**config.mk**
```make
export PLATFORM = sky130hd
export DESIGN_NAME = sipo_rx_flat
export DESIGN_NICKNAME = d
export VERILOG_FILES = /design/src/rtl/sipo_rx_if.sv /design/src/rtl/sipo_rx.sv /design/src/flat_wrapper.sv
export SDC_FILE = /design/constraint.sdc
export NUM_CORES = 1
export LEC_CHECK = 0
export CORE_AREA = 2 2 39 41
export DETAILED_ROUTE_END_ITERATION = 10
export DIE_AREA = 0 0 41 43
export PLACE_DENSITY = 0.62
export SYNTH_ARGS = -nofsm -noshare
export SYNTH_HDL_FRONTEND = slang
export SYNTH_SLANG_ARGS = --single-unit
```
**constraint.sdc**
```tcl
create_clock -name c_i -period 2.3 [get_ports c_i]
set_clock_uncertainty 0.1 [all_clocks]
set_input_delay 0.46 -clock c_i [delete_from_list [all_inputs] [get_ports c_i]]
set_output_delay 0.46 -clock c_i [all_outputs]
set_load 0.01 [all_outputs]
```
**src/rtl/sipo_rx_if.sv**
```systemverilog
// Handshake/data bundle between the serial-link receiver and its consumer.
// master drives the serial stream and acknowledge; slave is the receiver.
interface sipo_rx_if #(
  parameter int W = 4
);
  localparam int KW = $clog2(W);

  logic          en;
  logic          s;
  logic          clr;
  logic          ack;
  logic [W-1:0]  o;
  logic          v;
  logic          ovf;
  logic          busy;
  logic [KW-1:0] k;

  modport master (
    output en, s, clr, ack,
    input  o, v, ovf, busy, k
  );

  modport slave (
    input  en, s, clr, ack,
    output o, v, ovf, busy, k
  );
endinterface

```
**src/rtl/sipo_rx.sv**
```systemverilog
// Serial-in parallel-out receiver: assembles W-bit words from a bit stream,
// holds each finished word with valid/ack, and flags words dropped while full.
module sipo_rx #(
  parameter int W         = 4,
  parameter bit MSB_FIRST = 1'b1
) (
  input  logic     c_i,
  input  logic     r_ni,
  sipo_rx_if.slave bus
);
  localparam int KW = $clog2(W);
  localparam logic [KW-1:0] KLast = KW'(W - 1);

  logic [W-1:0]  sh_q, sh_d;
  logic [KW-1:0] k_q, k_d;
  logic [W-1:0]  o_q, o_d;
  logic          v_q, v_d;
  logic          ovf_q, ovf_d;

  logic [W-1:0]  shifted;
  logic          complete;

  assign shifted  = MSB_FIRST ? {sh_q[W-2:0], bus.s} : {bus.s, sh_q[W-1:1]};
  assign complete = bus.en && (k_q == KLast);

  // clr outranks everything, including a word completing on the same edge.
  always_comb begin
    sh_d  = sh_q;
    k_d   = k_q;
    o_d   = o_q;
    v_d   = v_q;
    ovf_d = ovf_q;
    if (bus.clr) begin
      sh_d  = '0;
      k_d   = '0;
      v_d   = 1'b0;
      ovf_d = 1'b0;
    end else begin
      if (bus.en) begin
        sh_d = shifted;
        k_d  = complete ? '0 : k_q + KW'(1);
      end
      if (complete) begin
        if (!v_q || bus.ack) begin
          o_d = shifted;
          v_d = 1'b1;
        end else begin
          ovf_d = 1'b1;
        end
      end else if (bus.ack && v_q) begin
        v_d = 1'b0;
      end
    end
  end

  always_ff @(posedge c_i or negedge r_ni) begin
    if (!r_ni) begin
      sh_q  <= '0;
      k_q   <= '0;
      o_q   <= '0;
      v_q   <= 1'b0;
      ovf_q <= 1'b0;
    end else begin
      sh_q  <= sh_d;
      k_q   <= k_d;
      o_q   <= o_d;
      v_q   <= v_d;
      ovf_q <= ovf_d;
    end
  end

  assign bus.o    = o_q;
  assign bus.v    = v_q;
  assign bus.ovf  = ovf_q;
  assign bus.k    = k_q;
  assign bus.busy = (k_q != '0);
endmodule

```
**src/flat_wrapper.sv**
```systemverilog
// flat-port wrapper written by rule: the top's interface ports become plain ports
module sipo_rx_flat 
#(
  parameter int W         = 4,
  parameter bit MSB_FIRST = 1'b1
)
  (c_i, r_ni, bus_en, bus_s, bus_clr, bus_ack, bus_o, bus_v, bus_ovf, bus_busy, bus_k);
  sipo_rx_if #(.W(W)) bus_i ();
  input  logic c_i;
  input  logic r_ni;
  input wire logic [$bits(bus_i.en)-1:0] bus_en;
  input wire logic [$bits(bus_i.s)-1:0] bus_s;
  input wire logic [$bits(bus_i.clr)-1:0] bus_clr;
  input wire logic [$bits(bus_i.ack)-1:0] bus_ack;
  output wire logic [$bits(bus_i.o)-1:0] bus_o;
  output wire logic [$bits(bus_i.v)-1:0] bus_v;
  output wire logic [$bits(bus_i.ovf)-1:0] bus_ovf;
  output wire logic [$bits(bus_i.busy)-1:0] bus_busy;
  output wire logic [$bits(bus_i.k)-1:0] bus_k;
  assign bus_i.en = bus_en;
  assign bus_i.s = bus_s;
  assign bus_i.clr = bus_clr;
  assign bus_i.ack = bus_ack;
  assign bus_o = bus_i.o;
  assign bus_v = bus_i.v;
  assign bus_ovf = bus_i.ovf;
  assign bus_busy = bus_i.busy;
  assign bus_k = bus_i.k;
  sipo_rx #(.W(W), .MSB_FIRST(MSB_FIRST)) u_core (.c_i(c_i), .r_ni(r_ni), .bus(bus_i));
endmodule
```
# ---- Word level (Yosys, flattened, before mapping)
# Index checks and enable logic that the tools add are counted.
dict set report classes {
  n_div 0
  order_cmp 0
  add_sub_neg 1
  bitwise 1
  muxes 12
  multipliers 0
  shifts 0
  reduce_logical 11
  n_eq_ne 3
}
# cell count
set ops {}
lappend ops {{1-bit two-way mux} 7}
lappend ops {{2-bit two-way mux} 3}
lappend ops {{3-bit two-way mux} 2}
lappend ops {{2-bit nonzero test} 3}
lappend ops {{2-bit AND reduction} 2}
lappend ops {{3-bit inequality test, second input constant} 1}
lappend ops {{3-bit AND reduction} 1}
lappend ops {{3-bit nonzero test} 1}
lappend ops {{2-bit by 1-bit adder with 2-bit output, second input constant} 1}
lappend ops {{2-bit == test, second input constant} 1}
lappend ops {{1-bit logical AND} 2}
lappend ops {{2-bit inequality test, second input constant} 1}
lappend ops {{1-bit logical NOT} 1}
lappend ops {{1-bit logical OR} 1}
lappend ops {{1-bit inverter} 1}
dict set report totals {
  rom_bits 0
  mem_count 0
  input_bits 6
  latchBits 0
  word_cells 33
  ramBits 0
  regBits 11
}

# ---- Longest topological paths before layout
# Gate-level depths: netlist (run 1).
dict set report depth {
  ltp_word 5
  depth_mapped 4
  mapped_depth_nobuf 4
}

# ---- Least setup slack after synthesis (run 1)
# Ideal clock, no wire load.
dict set report synth_timing {
  path_kind {reg-to-reg}
  from {reg u_core.k_q[0], in the netlist u_core.bus.k[0]}
  to {reg u_core.o_q[0], in the netlist u_core.bus.o[0]}
  t_arrival_ns 1.242
  setup_time_ns 0.125
  path_buffers 0
  synth_period_minus_slack_ns 1.467
  stages_incl_launch_ff 5
  path_slack_ns 0.833
  cell_sequence {dfrtp_1 -> ha_1 -> nand2_2 -> nor3_4 -> mux2_2}
}
dict set report synth_between {
  elab_chain_len 3
}
# item line_no
set synth_rtl {}
lappend synth_rtl {{from (decl)} sipo_rx.sv:15} ;# logic [KW-1:0] k_q, k_d;
lappend synth_rtl {{from (signal assigned)} sipo_rx.sv:65} ;# k_q <= k_d;
lappend synth_rtl {{2-bit == test} sipo_rx.sv:24} ;# assign complete = bus.en && (k_q == KLast);
lappend synth_rtl {{1-bit logical AND} sipo_rx.sv:24}
lappend synth_rtl {{3-bit AND reduction (no source line)} -}
lappend synth_rtl {{to (signal assigned)} sipo_rx.sv:60} ;# o_q <= '0;
lappend synth_rtl {{to (signal assigned)} sipo_rx.sv:66} ;# o_q <= o_d;
lappend synth_rtl {{to (decl)} sipo_rx.sv:16} ;# logic [W-1:0] o_q, o_d;
# Every way passes these cells.
# A chain may end at the register's enable or synchronous reset.

# ---- Worst setup path after layout (run 1)
dict set report layout_timing {
  from {reg u_core.k_q[0], in the netlist u_core.bus.k[0]}
  to {out bus_busy}
}
dict set report layout_between {
  elab_chain_len 1
}
# item line_no
set layout_rtl {}
lappend layout_rtl {{2-bit nonzero test} sipo_rx.sv:76} ;# assign bus.busy = (k_q != '0);
lappend layout_rtl {{to (decl)} flat_wrapper.sv:18} ;# output wire logic [$bits(bus_i.busy)-1:0] bus_busy;
# Every way passes these cells.

==> results.json, run 1 <==
{
  "hold_viol_final": 0,
  "cts.sink_count": 11,
  "cts_made_buffers": 3,
  "fp.dieArea_um2": 1760,
  "clk_latency_ns": 0.27,
  "clk_transition_reported_paths_ns": 0.07,
  "drt_iter0_markers": 2,
  "place.gp.congestion": 0.736,
  "hold_buffers": 0,
  "die_h_um": 43,
  "fmax_mhz": 489,
  "criticalPathCategory": "reg -> out",
  "tritoncts": "built",
  "p_leak_nw": 0.323,
  "drc": 0,
  "hold_class": "reg -> reg",
  "cts.path.max_buffers": 2,
  "ant_nets": 0,
  "grt_max_degree": 12,
  "die_w_um": 41,
  "ys_types": 13,
  "cp_common_cell": "inv_1",
  "setup_viol": 0,
  "n_antenna_cell": 0,
  "synth.avg_cell_area_um2": 12.4,
  "core_area_um2": 1380,
  "peakVddDrop_v": 0.000337,
  "nFillCells": 149,
  "postSynthCellCount": 40,
  "period_needed_ns": 2.04,
  "ys_seq_area_share_pct": 55.6,
  "setup_tns_ns": 0,
  "synthesis.nets": 48,
  "fin_cells": 74,
  "grt_antenna_before_repair": 0,
  "worstMarginPinSlew_ns": 0.492,
  "synth.ff_latch_count": 11,
  "status": "finished, final reports clean",
  "via_per_inst": 4.51,
  "cpPeakStageDelay_ns": 0.52,
  "hold_ws_ns": 0.398,
  "vias": 334,
  "start_util_pct": 35.8,
  "syn_area_um2": 495,
  "grtUsageTotal_pct": 13.2,
  "fin_util_pct": 49.2,
  "wire_per_inst_um": 11.5,
  "post_cts_resized": 0,
  "required_ns": 1.74,
  "drv_slew": 0,
  "syn2layout_area_growth_pct": 37.4,
  "yosysWarnings": 0,
  "critPathMaxFanout": 5,
  "cts_root_buf": "clkbuf_4",
  "synthArstFlopShare_pct": 100,
  "dr.pass1.iters": 2,
  "grt_pass1_wl_um": 1450,
  "rsz0062_at_grt": "no",
  "htree_levels": 1,
  "nNetsFinal": 67,
  "synth_flop_cell": "dfrtp_1",
  "arrival_ns": 1.48,
  "end_kind": "output pin",
  "period_share_pct": 88.9,
  "power_density_nw_per_um2": 603,
  "dpl.hpwl_um": 630,
  "wl_um": 850,
  "top_level_ports": 15,
  "startpoint_type": "flip-flop",
  "std_cell_rows": 14,
  "path_cells": "inv_1 > ha_1 > inv_1 > clkdlybuf4s50_1",
  "cts_setup_buffers": 0,
  "placed_cells": 70,
  "port_buffers": 14,
  "crit_path_top_delay_cell": "clkdlybuf4s50_1",
  "drive_above_1_share_pct": 20.7,
  "max-slew-margin-rel_pct": 67.1,
  "synth_edf_count": 0,
  "grt_overflow_total": 0,
  "drv_cap": 0,
  "first_global_vias": 331
}
stage by stage:
| stage | area (um2) | power, mW | setup slack, ns |
|---|---|---|---|
| detailed placement | 654 | 0.284 | 0.476 |
| finish | 681 | 0.410 | 0.256 |
| global route | 681 | 0.440 | 0.163 |
| global placement | 654 | 0.283 | 0.468 |
| floorplan | 495 | 0.245 | 0.833 |
| CTS | 681 | 0.415 | 0.244 |
final cells by class:
type | count | area, um2 | area share (%)
well taps | 16 | 20.0 | 2.94
repair buffers | 16 | 155 | 22.8
clock buffers | 4 | 26.3 | 3.86
inverters | 3 | 11.3 | 1.65
multi-input cells | 24 | 193 | 28.3
flip-flops and latches | 11 | 275 | 40.4
placed cells by master (no fill, tap or decap), types with 2 or more instances in the layout:
master            n
clkbuf_4          3
mux2i_1           5
inv_1             3
ha_1              2
mux2_2            4
dfrtp_1          11
nor2_1            8
buf_4             2
clkdlybuf4s50_1  14
state kept, by name, indices dropped and copies added, names as in the netlist:
name and flops:
u_core.sh_q 3, u_core.bus.o 4, u_core.bus.v 1, u_core.bus.k 2, u_core.bus.ovf 1
per-layer routing:
layer / share of wire, % / vias up / GRT usage (%)
met5: 0 / - / 0
met4: 3.9 / 0 / 14.0
met2: 44 / 11 / 16.3
met1: 47 / 151 / 18.2
li1: - / 168 / -
met3: 5.5 / 4 / 1.57
path summary, 6_finish.rpt:
check / from / end / slack, ns / depth (start not counted)
max in group asynchronous: r_ni / u_core.bus.o[1]$_DFFE_PN0P_ / 1.34 / 1
min reg2reg: u_core.bus.ovf$_DFFE_PN0P_ / u_core.bus.ovf$_DFFE_PN0P_ / 0.40 / 2
max reg2reg: u_core.bus.k[0]$_DFFE_PN0P_ / u_core.bus.o[1]$_DFFE_PN0P_ / 0.79 / 4
min: u_core.bus.ovf$_DFFE_PN0P_ / u_core.bus.ovf$_DFFE_PN0P_ / 0.40 / 2
min in group asynchronous: r_ni / u_core.bus.k[0]$_DFFE_PN0P_ / 0.42 / 1
max: u_core.bus.k[0]$_DFFE_PN0P_ / bus_busy / 0.26 / 4
cell families after synthesis:
| group | after synthesis | share of synthesized area (%) |
|---|---|---|
| muxes | 9 | 19.2 |
| and+or+nand+nor | 11 | 12.4 |
| AOI/OAI and AO/OA | 2 | 2.27 |
| buffers and inverters | 5 | 5.55 |
| DFF | 11 | 55.6 |
| adders and majority gates | 2 | 5.05 |
synth_stat cells, types with 2 or more instances:
master	instances	area, um2
dfrtp_1	11	275
nor2_1	8	30.0
mux2i_1	5	50.1
mux2_2	4	45.0
inv_1	3	11.3
ha_1	2	25.0
critical path, delay by kind of cell (launching register included):
| family | cells | cell delay (ns) |
|---|---|---|
| adder cells (fa/ha/maj) | 1 | 0.19 |
| buffers and inverters | 3 | 0.62 |
| flip-flops | 1 | 0.41 |
power by group:
group | switching (mW) | leakage, nW | internal, mW | total [mW]
Sequential | 0.00735 | 0.150 | 0.204 | 0.211
Combinational | 0.0280 | 0.158 | 0.0401 | 0.0681
Clock | 0.0643 | 0.0150 | 0.0672 | 0.131
Power figures use the tool's default switching activity.
==> inputs of run 2 (changes only) <==
--- a/config.mk
+++ b/config.mk
@@ -9,6 +9,7 @@
 export DETAILED_ROUTE_END_ITERATION = 10
 export DIE_AREA = 0 0 41 43
 export PLACE_DENSITY = 0.62
+export SKIP_LAST_GASP = 1
 export SYNTH_ARGS = -nofsm -noshare
 export SYNTH_HDL_FRONTEND = slang
 export SYNTH_SLANG_ARGS = --single-unit
==> results of run 2 <==
Same layout as run 1: the final DEF is identical, and so are final timing and power.
==> inputs of run 3 (changes only) <==
==> constraint.sdc (replaced) <==
create_clock -name c_i -period 2.45 [get_ports c_i]
set_clock_uncertainty 0.1 [all_clocks]
set_input_delay 0.49 -clock c_i [delete_from_list [all_inputs] [get_ports c_i]]
set_output_delay 0.49 -clock c_i [all_outputs]
set_load 0.01 [all_outputs]
==> run 3 against run 2 <==
Hold slack gained 0.0071 ns. Register-to-register slack gained 0.15 ns. Global-route usage is 0.075 points lower. Clock-buffer cell count unchanged. First-iteration DRC count down 50%. Critical endpoint unchanged. Sequential share of layout area rose by 0.45 points. Wire length increased by 1.2%. Non-clock buffer count shrank 1. Flip-flop and latch count did not move. Via count grew 1.2%. Worst setup slack gained 0.12 ns. Sequential power shrank 6%.
==> results.json, run 3 (same netlist as run 1, synthesis figures left out) <==
{
  "drv_slew": 0,
  "final_common_cell": "clkdlybuf4s50_1",
  "vias": 338,
  "port_buffers": 14,
  "criticalPathCategory": "reg -> out",
  "wl_um": 860,
  "hold_viol_final": 0,
  "top_level_ports": 15,
  "cts.path.max_buffers": 2,
  "cts_setup_buffers": 0,
  "power_density_nw_per_um2": 569,
  "path_cells": "inv_1 > ha_1 > inv_1 > clkdlybuf4s50_1",
  "die_w_um": 41,
  "std_cell_rows": 14,
  "p_leak_nw": 0.318,
  "cts_root_buf": "clkbuf_4",
  "drive_above_1_share_pct": 19.3,
  "end_kind": "output pin",
  "syn2layout_area_growth_pct": 35.9,
  "place.gp.congestion": 0.725,
  "post_cts_resized": 0,
  "dr.pass1.iters": 2,
  "drc": 0,
  "final_cell_mix": "14 x clkdlybuf4s50_1, 11 x dfrtp_1, 8 x nor2_1",
  "wire_per_inst_um": 11.8,
  "ant_nets": 0,
  "die_h_um": 43,
  "status": "finished, final reports clean",
  "fmax_mhz": 483,
  "drt_iter0_markers": 1,
  "htree_levels": 1,
  "hold_buffers": 0,
  "period_share_pct": 84.6,
  "via_per_inst": 4.63,
  "cp_common_cell": "inv_1",
  "cpPeakStageDelay_ns": 0.52,
  "nFillCells": 136,
  "setup_tns_ns": 0,
  "nNetsFinal": 66,
  "p_total_mw": 0.383,
  "critPathMaxFanout": 5,
  "grt_antenna_before_repair": 0,
  "n_antenna_cell": 0,
  "core_area_um2": 1380,
  "grt_max_degree": 12,
  "required_ns": 1.86,
  "period_needed_ns": 2.07,
  "cts_made_buffers": 3,
  "grtUsageTotal_pct": 13.1,
  "peakVddDrop_v": 0.000245,
  "grt_overflow_total": 0,
  "start_util_pct": 35.8,
  "largest_register_ffs": 4,
  "grt_pass1_wl_um": 1510,
  "startpoint_type": "flip-flop",
  "clk_latency_ns": 0.27,
  "arrival_ns": 1.48,
  "hold_class": "reg -> reg",
  "setup_viol": 0,
  "tritoncts": "built",
  "rsz0062_at_grt": "no",
  "crit_path_top_delay_cell": "clkdlybuf4s50_1",
  "dpl.hpwl_um": 660,
  "cts.sink_count": 11,
  "drv_cap": 0,
  "first_global_vias": 374,
  "max-slew-margin-rel_pct": 67.0,
  "fp.dieArea_um2": 1760,
  "worstMarginPinSlew_ns": 0.494,
  "clk_transition_reported_paths_ns": 0.07
}
==> run 3: cell types whose count changed in the layout (fill, tap and decap cells not counted), sizes merged <==
cell and change:
buf -1
==> run 3: cell type report <==
| cell class | instances | area (um2) | area share (%) |
|---|---|---|---|
| Clock buffer | 4 | 26.3 | 3.90 |
| Inverter | 3 | 11.3 | 1.67 |
| Multi-Input combinational cell | 24 | 193 | 28.6 |
| Sequential cell | 11 | 275 | 40.9 |
| Tap cell | 16 | 20.0 | 2.97 |
| Timing Repair Buffer | 15 | 148 | 21.9 |
==> run 3: worst max-delay path: cells and delay by family, from the launching register on <==
| family | cells | cell delay, ns |
|---|---|---|
| fa+ha+maj | 1 | 0.19 |
| buf+inv | 3 | 0.63 |
| flops | 1 | 0.41 |
==> run 3: report_power, final <==
group          leakage [nW]  total, mW  switching [mW]  internal (mW)
combinational         0.153     0.0631          0.0264         0.0367
clock                0.0150      0.121          0.0583         0.0630
sequential            0.150      0.198         0.00730          0.191
total                 0.318      0.383          0.0920          0.291
==> run 3: per-stage QoR <==
step                      area [um2]  hold slack, ns  util, %  instances  worst slack, ns
after floorplan                  495          0.0944        -         40            0.983
after global placement           647           0.380     46.7         69            0.463
after detailed placement         647           0.395     46.7         69            0.454
after CTS                        673           0.410     48.6         73            0.356
after global routing             673           0.430     48.6         73            0.258
final                            673           0.405     48.6         73            0.378
==> run 3: path summary, 6_finish.rpt <==
check	cells past startpoint	startpoint	endpoint	slack (ns)
max	4	u_core.bus.k[0]$_DFFE_PN0P_	bus_busy	0.38
min	2	u_core.bus.ovf$_DFFE_PN0P_	u_core.bus.ovf$_DFFE_PN0P_	0.40
max reg2reg	4	u_core.bus.k[0]$_DFFE_PN0P_	u_core.bus.o[0]$_DFFE_PN0P_	0.94
min reg2reg	2	u_core.bus.ovf$_DFFE_PN0P_	u_core.bus.ovf$_DFFE_PN0P_	0.40
max in group asynchronous	1	r_ni	u_core.bus.o[1]$_DFFE_PN0P_	1.46
min in group asynchronous	1	r_ni	u_core.sh_q[0]$_DFFE_PN0P_	0.45
==> run 3: layer usage <==
layer	GRT usage [%]	vias up	routed length (um)
met5	0	-	0
met4	8.00	0	0
met3	3.14	0	45
met2	20.3	9	458
met1	15.5	166	356
li1	-	163	-
